[src/rtl/hap_pkg.sv]
// hap_pkg: shared constants and bundles for the HAP pipeline.
// Opcodes, instruction field positions and the decoded-instruction struct.
package hap_pkg;

   localparam int HAP_PC_W = 8;
   localparam int INSTR_W  = 16;

   localparam int OPC_HI = 15;
   localparam int OPC_LO = 11;
   localparam int RD_HI  = 10;
   localparam int RD_LO  = 8;
   localparam int R1_HI  = 7;
   localparam int R1_LO  = 5;
   localparam int R2_HI  = 4;
   localparam int R2_LO  = 2;

   localparam logic [4:0] OP_LT   = 5'b01011;
   localparam logic [4:0] OP_GT   = 5'b01100;
   localparam logic [4:0] OP_EQ   = 5'b01101;
   localparam logic [4:0] OP_GTE  = 5'b01110;
   localparam logic [4:0] OP_LTE  = 5'b01111;
   localparam logic [4:0] OP_NE   = 5'b10000;
   localparam logic [4:0] OP_HALT = 5'b11111;

   typedef struct packed {
      logic [4:0]          opcode;
      logic [2:0]          rd;
      logic [2:0]          r1;
      logic [2:0]          r2;
      logic [HAP_PC_W-1:0] pc;
   } dec_t;

endpackage

[src/rtl/hap_fetch_buf.sv]
// hap_fetch_buf: output register plus one skid entry for decoded words.
// Flush beats pop/push; order is preserved, nothing dropped otherwise.
module hap_fetch_buf
   import hap_pkg::*;
(
   input  logic       clk,
   input  logic       rst_n,
   input  logic       push,
   input  dec_t       push_data,
   input  logic       pop,
   input  logic       flush,
   output logic       out_valid,
   output dec_t       out_data,
   output logic [1:0] count
);

   logic out_v;
   logic skid_v;
   dec_t out_q;
   dec_t skid_q;

   // fill output first, spill to skid, shift skid forward on pop
   always_ff @(posedge clk) begin
      if (!rst_n) begin
         out_v  <= 1'b0;
         skid_v <= 1'b0;
         out_q  <= '0;
         skid_q <= '0;
      end else if (flush) begin
         out_v  <= 1'b0;
         skid_v <= 1'b0;
      end else if (pop && skid_v) begin
         out_q  <= skid_q;
         skid_v <= push;
         if (push) skid_q <= push_data;
      end else if (pop || !out_v) begin
         out_v <= push;
         if (push) out_q <= push_data;
      end else if (push) begin
         skid_v <= 1'b1;
         skid_q <= push_data;
      end
   end

   assign out_valid = out_v;
   assign out_data  = out_q;
   assign count     = {1'b0, out_v} + {1'b0, skid_v};

endmodule

[src/rtl/hap_fetch.sv]
// hap_fetch: PC, instruction memory issue and decode for HAP.
// HAP_FETCH_HALT_EN enables stopping fetch on an accepted HALT.
module hap_fetch
   import hap_pkg::*;
#(
   parameter int PC_W = HAP_PC_W
) (
   input  logic            Clk,
   input  logic            Rst_n,
   output logic [PC_W-1:0] imem_addr,
   output logic            imem_rd,
   input  logic [15:0]     imem_data,
   input  logic            br_taken,
   input  logic [PC_W-1:0] br_target,
   output logic            dec_valid,
   input  logic            dec_ready,
   output logic [4:0]      opcode,
   output logic [2:0]      rd,
   output logic [2:0]      r1,
   output logic [2:0]      r2,
   output logic [PC_W-1:0] dec_pc,
   output logic            halted
);

   logic [PC_W-1:0] pc;
   logic [PC_W-1:0] inf_pc;
   logic            inflight;
   logic            halted_q;
   logic            halt_acc;
   logic            pop;
   logic            push;
   logic            flush;
   logic            issue;
   logic [1:0]      count;
   logic [2:0]      occ_n;
   logic            out_v;
   dec_t            in_d;
   dec_t            out_d;
   logic            unused_bits;

   assign unused_bits = ^imem_data[1:0];

   assign pop   = out_v && dec_ready;
   assign flush = br_taken || halt_acc;
   assign push  = inflight && !flush;
   assign occ_n = {1'b0, count}
                + {2'b0, inflight}
                - {2'b0, pop};
   assign issue = Rst_n && !halted_q
               && !br_taken
               && (occ_n < 3'd2);

   // split the returning word into fields
   always_comb begin
      in_d        = '0;
      in_d.opcode = imem_data[OPC_HI:OPC_LO];
      in_d.rd     = imem_data[RD_HI:RD_LO];
      in_d.r1     = imem_data[R1_HI:R1_LO];
      in_d.r2     = imem_data[R2_HI:R2_LO];
      in_d.pc     = inf_pc;
   end

   // PC advance, redirect and in-flight tracking
   always_ff @(posedge Clk) begin
      if (!Rst_n) begin
         pc       <= '0;
         inf_pc   <= '0;
         inflight <= 1'b0;
      end else begin
         if (br_taken)
            pc <= br_target;
         else if (issue)
            pc <= pc + PC_W'(1);
         if (issue)
            inf_pc <= pc;
         inflight <= issue && !halt_acc;
      end
   end

`ifdef HAP_FETCH_HALT_EN
   assign halt_acc = pop && (out_d.opcode == OP_HALT);

   // halt on an accepted HALT, resume only on redirect
   always_ff @(posedge Clk) begin
      if (!Rst_n)
         halted_q <= 1'b0;
      else if (br_taken)
         halted_q <= 1'b0;
      else if (halt_acc)
         halted_q <= 1'b1;
   end
`else
   assign halt_acc = 1'b0;
   assign halted_q = 1'b0;
`endif

   hap_fetch_buf u_buf (
      .clk       (Clk),
      .rst_n     (Rst_n),
      .push      (push),
      .push_data (in_d),
      .pop       (pop),
      .flush     (flush),
      .out_valid (out_v),
      .out_data  (out_d),
      .count     (count)
   );

   assign imem_addr = pc;
   assign imem_rd   = issue;
   assign dec_valid = out_v;
   assign opcode    = out_d.opcode;
   assign rd        = out_d.rd;
   assign r1        = out_d.r1;
   assign r2        = out_d.r2;
   assign dec_pc    = out_d.pc;
   assign halted    = halted_q;

endmodule

[config.mk]
export PLATFORM = sky130hd
export DESIGN_NAME = hap_fetch
export DESIGN_NICKNAME = d
export VERILOG_FILES = /design/src/rtl/hap_pkg.sv /design/src/rtl/hap_fetch_buf.sv /design/src/rtl/hap_fetch.sv
export SDC_FILE = /design/constraint.sdc
export NUM_CORES = 1
export LEC_CHECK = 0
export ABC_AREA = 1
export BUFFER_PORTS_ARGS = -buffer_cell sky130_fd_sc_hd__buf_2
export CAP_MARGIN = 10
export CORE_MARGIN = 4
export CORE_UTILIZATION = 48
export DETAILED_ROUTE_END_ITERATION = 7
export PLACE_DENSITY = 0.75
export SYNTH_ARGS = -nofsm -noshare
export SYNTH_HDL_FRONTEND = slang
export SYNTH_SLANG_ARGS = --single-unit
[constraint.sdc]
create_clock -name Clk -period 1.9 [get_ports Clk]
set_clock_uncertainty 0.15 [all_clocks]
set_input_delay 0.19 -clock Clk [delete_from_list [all_inputs] [get_ports Clk]]
set_output_delay 0.19 -clock Clk [all_outputs]
set_load 0.005 [all_outputs]
Word-level counts from Yosys, hierarchy flattened
Cells that the tools add are included.

storage, ports and cells
  register bits after elaboration = 63
  word-level logic and storage cells = 51
  input port bits = 28

operators by class
  add/sub/neg operators = 4
  bitwise gates (word level) = 3
  multiplexer cells = 11
  reductions and logical operators = 16
  magnitude comparators = 1
  eq/ne operators = 1

operators by type and width
  operator                                                    count
  2-to-1 mux 22 bit                                           6
  2-to-1 mux 8 bit                                            2
  adder 8 x 1 -> 8 bit, second input constant                 1
  AND reduction 2 bit                                         3
  nonzero test 2 bit                                          3
  logical AND 1 bit                                           5
  adder 2 x 1 -> 3 bit                                        1
  less-than comparator 3 x 2 -> 1 bit, second input constant  1
  2-to-1 mux 1 bit                                            3
  inverter 1 bit                                              3
  AND reduction 3 bit                                         1
  subtractor 3 x 1 -> 3 bit                                   1
  adder 1 x 1 -> 2 bit                                        1
  logical NOT 1 bit                                           2
  inequality test 2 x 1 -> 1 bit, second input constant       1
  OR reduction 2 bit                                          1
  logical OR 1 bit                                            1

Depth between registers and ports, before layout
Gate-level depths: netlist of the first run.

  word-level depth = 7
  depth in mapped cells = 14

Hierarchy
Synthesis of the first run repeated with hierarchy kept, for this count alone.

unflattened totals
  cells, all modules = 461
  area, all modules = 3078.0 µm²

modules (own cells, without submodules)
  module         sequential area each (µm²)  instances  cells each  area each (µm²)
  hap_fetch_buf  920.9                       1          327         2102.0
  hap_fetch      340.3                       1          134         975.9

Worst setup path before layout of the first run
No wires, ideal clock.

  path kind = register to register
  start point = register u_buf.out_v, in the netlist u_buf.out_valid
  end point = register inf_pc[3]
  path slack = 0.006 ns
  arrival = 1.627 ns
  library setup time = 0.117 ns
  buffers on the path = 1
  cell stages (with the launch flop) = 13
  cell sequence = dfxtp_1 -> nand2_1 -> inv_1 -> ha_1 -> inv_1 -> ha_1 -> nand2_1 -> nand2_1 -> nand2_1 -> nand3_4 -> buf_6 -> o21ai_1 -> a21oi_1

between the ends
  cells in the longest elaborated chain, start to end = 5
  elaborated cells on any way between the ends = 6
  those cells by class = 3 x add/sub; 1 x order compare; 2 x reduce/logical

RTL lines
  item                                   line                 RTL
  start, declared                        hap_fetch_buf.sv:17  logic out_v;
  start signal, assigned                 hap_fetch_buf.sv:37  out_v <= push;
  adder 1 x 1 -> 2 bit                   hap_fetch_buf.sv:47  assign count = {1'b0, out_v} + {1'b0, skid_v};
  adder 2 x 1 -> 3 bit                   hap_fetch.sv:47      + {2'b0, inflight}
  subtractor 3 x 1 -> 3 bit *            hap_fetch.sv:48      - {2'b0, pop};
  less-than comparator 3 x 2 -> 1 bit *  hap_fetch.sv:51      && (occ_n < 3'd2);
  logical AND 1 bit *                    hap_fetch.sv:51
  end signal, assigned                   hap_fetch.sv:75      inf_pc <= pc;
  end, declared                          hap_fetch.sv:26      logic [PC_W-1:0] inf_pc;

Every way passes the cells marked *; elsewhere a longest branch is shown, timed or not.
A chain may end at the register's enable or synchronous reset.

Worst setup path after layout of the first run
  start point = register u_buf.out_v, in the netlist u_buf.out_valid
  end point = output port imem_rd

between the ends
  cells in the longest elaborated chain, start to end = 5
  elaborated cells on any way between the ends = 6
  those cells by class = 3 x add/sub; 1 x order compare; 2 x reduce/logical

RTL lines
  item                                   line                 RTL
  adder 1 x 1 -> 2 bit                   hap_fetch_buf.sv:47
  adder 2 x 1 -> 3 bit                   hap_fetch.sv:47
  subtractor 3 x 1 -> 3 bit *            hap_fetch.sv:48
  less-than comparator 3 x 2 -> 1 bit *  hap_fetch.sv:51
  logical AND 1 bit *                    hap_fetch.sv:51
  end, declared                          hap_fetch.sv:11      output logic imem_rd,

Marks and branches as above.

==> flow_metrics.py, run 1 <==
metrics = {
    "detailed_routing": {
        "post_drt_via_cell_ratio": 4.97,
        "post_drt_wl_per_cell_microns": 11.8,
        "first_iter_violations": 158,
        "drc": 0,
        "ant_nets": 0,
        "firstDrtPassIters": 4,
        "wl_mm": 6.42,
        "vias": 2711,
    },
    "placement": {
        "gp_congestion": 0.842,
        "portBuffers": 57,
        "hpwl_mm": 4.00,
        "place_area_sq_mm": 0.00314,
    },
    "logic_synthesis": {
        "synth_seq_area_share_pct": 45.2,
        "synth-edff-count": 0,
        "synth_seq_cells": 63,
        "async_flop_share_pct": 0,
        "syn_inst": 392,
        "synth_area_leaders": "dfxtp_1, nand2_1, o21ai_1, nor2_1, a21oi_1",
        "ys.flop_type": "dfxtp_1",
        "postSynthAreaPerCell_sq_um": 7.11,
        "netlist_top_cells_count": "dfxtp_1, nand2_1, nor2_1, o21ai_1, inv_1",
        "ys_types": 25,
        "yosysTopAreaCellShare_pct": 45.2,
        "yosys.area.top_type": "dfxtp_1",
        "syn_area_sq_mm": 0.00279,
        "synthesis.nets": 424,
        "yosys_warnings": 0,
    },
    "clock_tree": {
        "clkLatencyLatePin_ps": 330,
        "cts_max_level": 3,
        "cts_tree": "yes",
        "clock_sinks": 63,
        "cts_buffer_depth": 2,
        "root_buffer": "clkbuf_8",
        "clkTransAtPathRegs_ps": 70,
        "cts_buffers": 9,
    },
    "setup_path": {
        "crit_required_ps": 1560,
        "endpoint_kind": "output pin",
        "critPathBufInv": 4,
        "crit_path_start_kind": "flop",
        "crit_slowest_cell": "dfxtp_2",
        "crit_chain": "nand2_2, inv_2, ha_4, inv_2, ha_4, nand2_4, nand2_2, nand2_2, nand3_4, inv_4, buf_6",
        "setup.worst_path.class": "reg2out",
        "crit_family": "adder cells",
        "cp_common_cell": "nand2_2",
        "worstPathMaxFanout": 2,
        "cp.arrival_ps": 1730,
        "slowest_delay_ps": 330,
    },
    "floorplanning": {
        "io_pins": 61,
        "dieArea_sq_mm": 0.00709,
        "rows": 27,
        "core-area_sq_mm": 0.00557,
        "die_w_microns": 84.2,
        "die_y_microns": 84.2,
        "start_util_pct": 50.0,
    },
    "timing": {
        "slew_violations": 0,
        "fmax_ghz": 0.482,
        "setup_viol": 17,
        "setup_ws_ps": -173,
        "rsz0062_at_grt": "yes",
        "hold_viol": 0,
        "fin_crit_sh_pct": 109,
        "finalCriticalPeriod_ps": 2070,
    },
    "global_routing": {
        "first_global_vias": 2555,
        "antenna_found_initial": 0,
        "grt_pass1_wl_mm": 11.0,
        "grt-ovfl-total": 0,
        "grt_use_total_pct": 18.6,
        "grt_max_degree": 55,
    },
    "run": {
        "cap_violations": 0,
    },
    "power": {
        "switchingPower_mw": 0.709,
        "power_frac_comb_pct": 11.5,
        "power_frac_seq_pct": 52.5,
        "power_mw": 2.69,
        "power_density_mw_per_mm2": 753,
        "vdd_drop_max_mv": 0.443,
        "swShare_pct": 26.3,
        "power.leakage_nw": 1.68,
        "internal-power_mw": 1.98,
        "clock_power_share_pct": 35.9,
    },
    "run_status": {
        "violations": "setup timing",
        "status": "finished, violations left",
    },
    "final_layout": {
        "layout-drive-gt1-share_pct": 24.3,
        "synthToLayoutAreaGrowth_pct": 28.3,
        "finalNetCount": 501,
        "postLayoutCellArea_sq_mm": 0.00358,
        "antenna_cells": 0,
    },
    "worst_hold_path": {
        "hold_path_class": "in2reg",
    },
}
-- final timing paths --
path                                       from               to  slack [ps]  cells past startpoint
worst max register to register  u_buf.out_valid     imem_addr[0]        -110                     13
worst max-delay path            u_buf.out_valid          imem_rd        -170                     11
worst min register to register        inf_pc[6]  u_buf.skid_q[6]         330                      2
worst min-delay path                      Rst_n     imem_addr[2]          30                      3
-- routing by layer --
metal	share of wire (%)	up-vias	wire length, microns	global-route usage, %
met5	0	-	0	0
met4	1.3	0	86	6.73
met3	6.0	10	383	4.32
met2	45	90	2910	29.4
met1	47	1191	3040	24.7
li1	-	1420	-	-
-- cell type report --
cell class / count / area, sq um
clock buffers: 10 / 128
clock inverters: 6 / 37.5
fillers: 510 / 2000
inverters: 44 / 170
multi-input cells: 261 / 1300
flip-flops and latches: 63 / 1260
well taps: 72 / 90.1
repair buffers: 90 / 593
-- flip-flops by register name (all words and copies together) (netlist names) --
signal / count
u_buf.out_data: 22
u_buf.skid_q: 22
imem_addr: 8
inf_pc: 8
inflight: 1
u_buf.out_valid: 1
u_buf.skid_v: 1
-- cells in the final DEF, fill, tap and decap left out, types with 2 or more instances in the layout --
master and count:
dfxtp_1 61, nand2_1 57, buf_2 56, nor2_1 51, o21ai_1 47, inv_1 37
a21oi_1 37, o21ai_0 32, buf_4 16, dlygate4sd3_1 15, nand3_1 14, clkbuf_8 9
nand2_2 6, inv_2 5, clkinvlp_4 3, clkinv_2 3, nand3_4 2, inv_4 2
nand3_2 2, ha_1 2, ha_4 2, buf_6 2, dfxtp_2 2
-- through the flow --
step                setup TNS [ps]  std cells  hold WS (ps)  utilization (%)  setup slack, ps
floorplan                        0        392           183                -             6.11
global placement              -904        509           289             56.3            -94.6
detailed placement           -1770        509           297             56.3             -143
CTS                          -1230        546         0.816             63.6             -202
global route                 -2510        546          32.1             64.2             -250
finish                        -937        546          34.3             64.2             -173
-- cells by family after synthesis --
logic type                 count (synthesis)  synth area share (%)
and+or+nand+nor                          137                  20.5
DFF                                       63                  45.2
adders and majority gates                  4                  1.79
buffers and inverters                     69                  10.9
AOI/OAI and AO/OA                        117                  21.1
muxes                                      1                 0.404
other                                      1                 0.134
-- worst reg2reg max path, cell delays in order (launching register included) --
cell and delay, ps:
dfxtp_2 330, nand2_2 60, inv_2 50, ha_4 250, inv_2 40, ha_4 260, nand2_4 50, nand2_2 60
nand2_2 80, nand3_4 90, buf_4 180, buf_4 130, nand3_1 60, a21oi_1 160
-- power groups by stage --
stage	clock network [mW]	registers, mW	logic (mW)
2_1_floorplan	0	1.44	0.167
3_3_place_gp	0	1.44	0.259
3_5_place_dp	0	1.44	0.264
4_1_cts	0.995	1.41	0.304
5_1_grt	1.05	1.42	0.354
6_report	0.968	1.42	0.310
-- what timing repair did --
| action | CTS | global route |
|---|---|---|
| hold endpoints to repair | 15 | 0 |
| buffers inserted | 5 | 1 |
| endpoints found under the setup margin | 17 | 39 |
| hold buffers | 15 | 0 |
| pin swaps | 6 | 6 |
| cloned | 1 | 0 |
| resized for setup | 11 | 12 |
Note: power is estimated with default switching activity, not from simulation.
==> run 2: changes to the inputs <==
--- a/config.mk
+++ b/config.mk
@@ -17 +17,2 @@
 export SYNTH_SLANG_ARGS = --single-unit
+export TNS_END_PERCENT = 20
--- a/constraint.sdc
+++ b/constraint.sdc
@@ -4,2 +4,2 @@
 set_output_delay 0.19 -clock Clk [all_outputs]
-set_load 0.005 [all_outputs]
+set_load 0.01 [all_outputs]
==> flow_metrics.py, run 2 (synthesis results as in run 1) <==
metrics = {
    "run_status": {
        "status": "finished, violations left",
        "violations": "setup timing",
    },
    "power": {
        "power_frac_comb_pct": 10.5,
        "switchingPower_mw": 0.730,
        "power.leakage_nw": 1.70,
        "power_frac_seq_pct": 46.2,
        "power_density_mw_per_mm2": 846,
        "vdd_drop_max_mv": 0.511,
        "swShare_pct": 23.9,
        "internal-power_mw": 2.33,
        "power_mw": 3.06,
        "clock_power_share_pct": 43.2,
    },
    "global_routing": {
        "grt_use_total_pct": 19.2,
        "first_global_vias": 2505,
        "grt-ovfl-total": 0,
        "antenna_found_initial": 0,
        "grt_pass1_wl_mm": 11.2,
        "grt_max_degree": 55,
    },
    "floorplanning": {
        "core-area_sq_mm": 0.00557,
        "die_y_microns": 84.2,
        "start_util_pct": 50.0,
        "dieArea_sq_mm": 0.00709,
        "rows": 27,
        "io_pins": 61,
        "die_w_microns": 84.2,
    },
    "timing": {
        "setup_ws_ps": -183,
        "fmax_ghz": 0.480,
        "finalCriticalPeriod_ps": 2080,
        "fin_crit_sh_pct": 110,
        "hold_viol": 0,
        "slew_violations": 0,
        "setup_viol": 12,
        "rsz0062_at_grt": "yes",
    },
    "detailed_routing": {
        "vias": 2655,
        "drc": 0,
        "ant_nets": 0,
        "first_iter_violations": 85,
        "post_drt_via_cell_ratio": 4.88,
        "post_drt_wl_per_cell_microns": 11.9,
        "firstDrtPassIters": 4,
        "wl_mm": 6.49,
    },
    "worst_hold_path": {
        "hold_path_class": "in2reg",
        "holdPathEnd": "imem_addr[5]",
        "holdPathStages": 5,
        "min-delay-start": "br_target[5]",
    },
    "final_layout": {
        "antenna_cells": 0,
        "synthToLayoutAreaGrowth_pct": 29.6,
        "finalNetCount": 499,
        "layout-drive-gt1-share_pct": 23.5,
        "final_cell_mix": "dfxtp_1, nand2_1, buf_2",
        "final_common_cell": "dfxtp_1",
    },
    "setup_path": {
        "slowest_delay_ps": 320,
        "cp_common_cell": "nand2_2",
        "crit_path_start_kind": "flop",
        "worstPathMaxFanout": 2,
        "crit_required_ps": 1560,
        "setup.worst_path.class": "reg2out",
        "r2r_end": "imem_addr[7]",
        "crit_slowest_cell": "dfxtp_2",
        "crit_chain": "nand2_2, inv_2, ha_4, inv_4, ha_4, nand2_4, nand2_2, nand2_2, nand3_4, inv_4, buf_6",
        "critPathBufInv": 4,
        "rr_worst_depth": 16,
        "endpoint_kind": "output pin",
        "cp.arrival_ps": 1740,
        "crit_family": "adder cells",
        "ff2ff_setup_slack_ps": -120,
        "r2r-start": "u_buf.out_valid",
    },
    "clock_tree": {
        "root_buffer": "clkbuf_8",
        "cts_buffer_depth": 2,
        "cts_buffers": 9,
        "clkLatencyLatePin_ps": 330,
        "clock_sinks": 63,
        "cts_tree": "yes",
        "clkTransAtPathRegs_ps": 70,
        "cts_max_level": 3,
    },
    "run": {
        "cap_violations": 0,
    },
    "placement": {
        "portBuffers": 57,
        "place_ws_ps": -155,
        "gp_congestion": 0.839,
        "hpwl_mm": 4.08,
    },
}
run 2: what timing repair did:
action | in CTS | in global routing
hold endpoints to repair | 15 | 0
buffers inserted | 3 | 2
gates resized for setup | 10 | 6
hold buffers | 15 | 0
pin swaps | 6 | 6
endpoints found under the setup margin | 17 | 19
run 2: layout make-up:
cell class / count / area [sq um]
Multi-Input combinational cell: 260 / 1270
Inverter: 44 / 170
Sequential cell: 63 / 1260
Clock inverter: 5 / 80.1
Fill cell: 508 / 1960
Timing Repair Buffer: 89 / 589
Clock buffer: 11 / 151
Tap cell: 72 / 90.1
run 2: worst max path at each step:
stage / cells after the start / to / from
finish: 11 / imem_rd / u_buf.out_valid
global route: 11 / imem_rd / u_buf.out_valid
CTS: 11 / imem_rd / u_buf.out_valid
detailed placement: 12 / imem_rd / dec_ready
global placement: 12 / imem_rd / dec_ready
floorplan: 12 / inf_pc[3] / u_buf.out_valid
run 2: worst min-delay path: stages:
cell and delay, ps:
buf_2 70, nand2_1 40, nand3_1 70, nand2_1 50
inv_1 40
run 2: metrics by stage:
step	util [%]	hold slack [ps]	instance area, sq um	std cells	setup TNS, ps
after global placement	56.1	291	3130	508	-783
after CTS	64.2	0.539	3580	542	-1480
after global routing	64.8	43.5	3610	544	-2780
final	64.8	20.1	3610	544	-1000
after floorplan	-	183	2790	392	0
after detailed placement	56.1	304	3130	508	-1780
run 2: power groups by stage:
stage               logic (mW)  clock network, mW  registers [mW]
floorplan                0.168                  0            1.45
global placement         0.274                  0            1.44
detailed placement       0.280                  0            1.44
CTS                      0.317               1.35            1.41
global route             0.366               1.41            1.42
finish                   0.322               1.32            1.41
run 2: routing by layer:
metal | wire (microns) | global-route usage [%] | vias to the layer above
li1 | - | - | 1418
met1 | 3160 | 25.1 | 1172
met2 | 2930 | 30.2 | 54
met3 | 298 | 4.02 | 11
met4 | 99 | 8.92 | 0
met5 | 0 | 0 | -
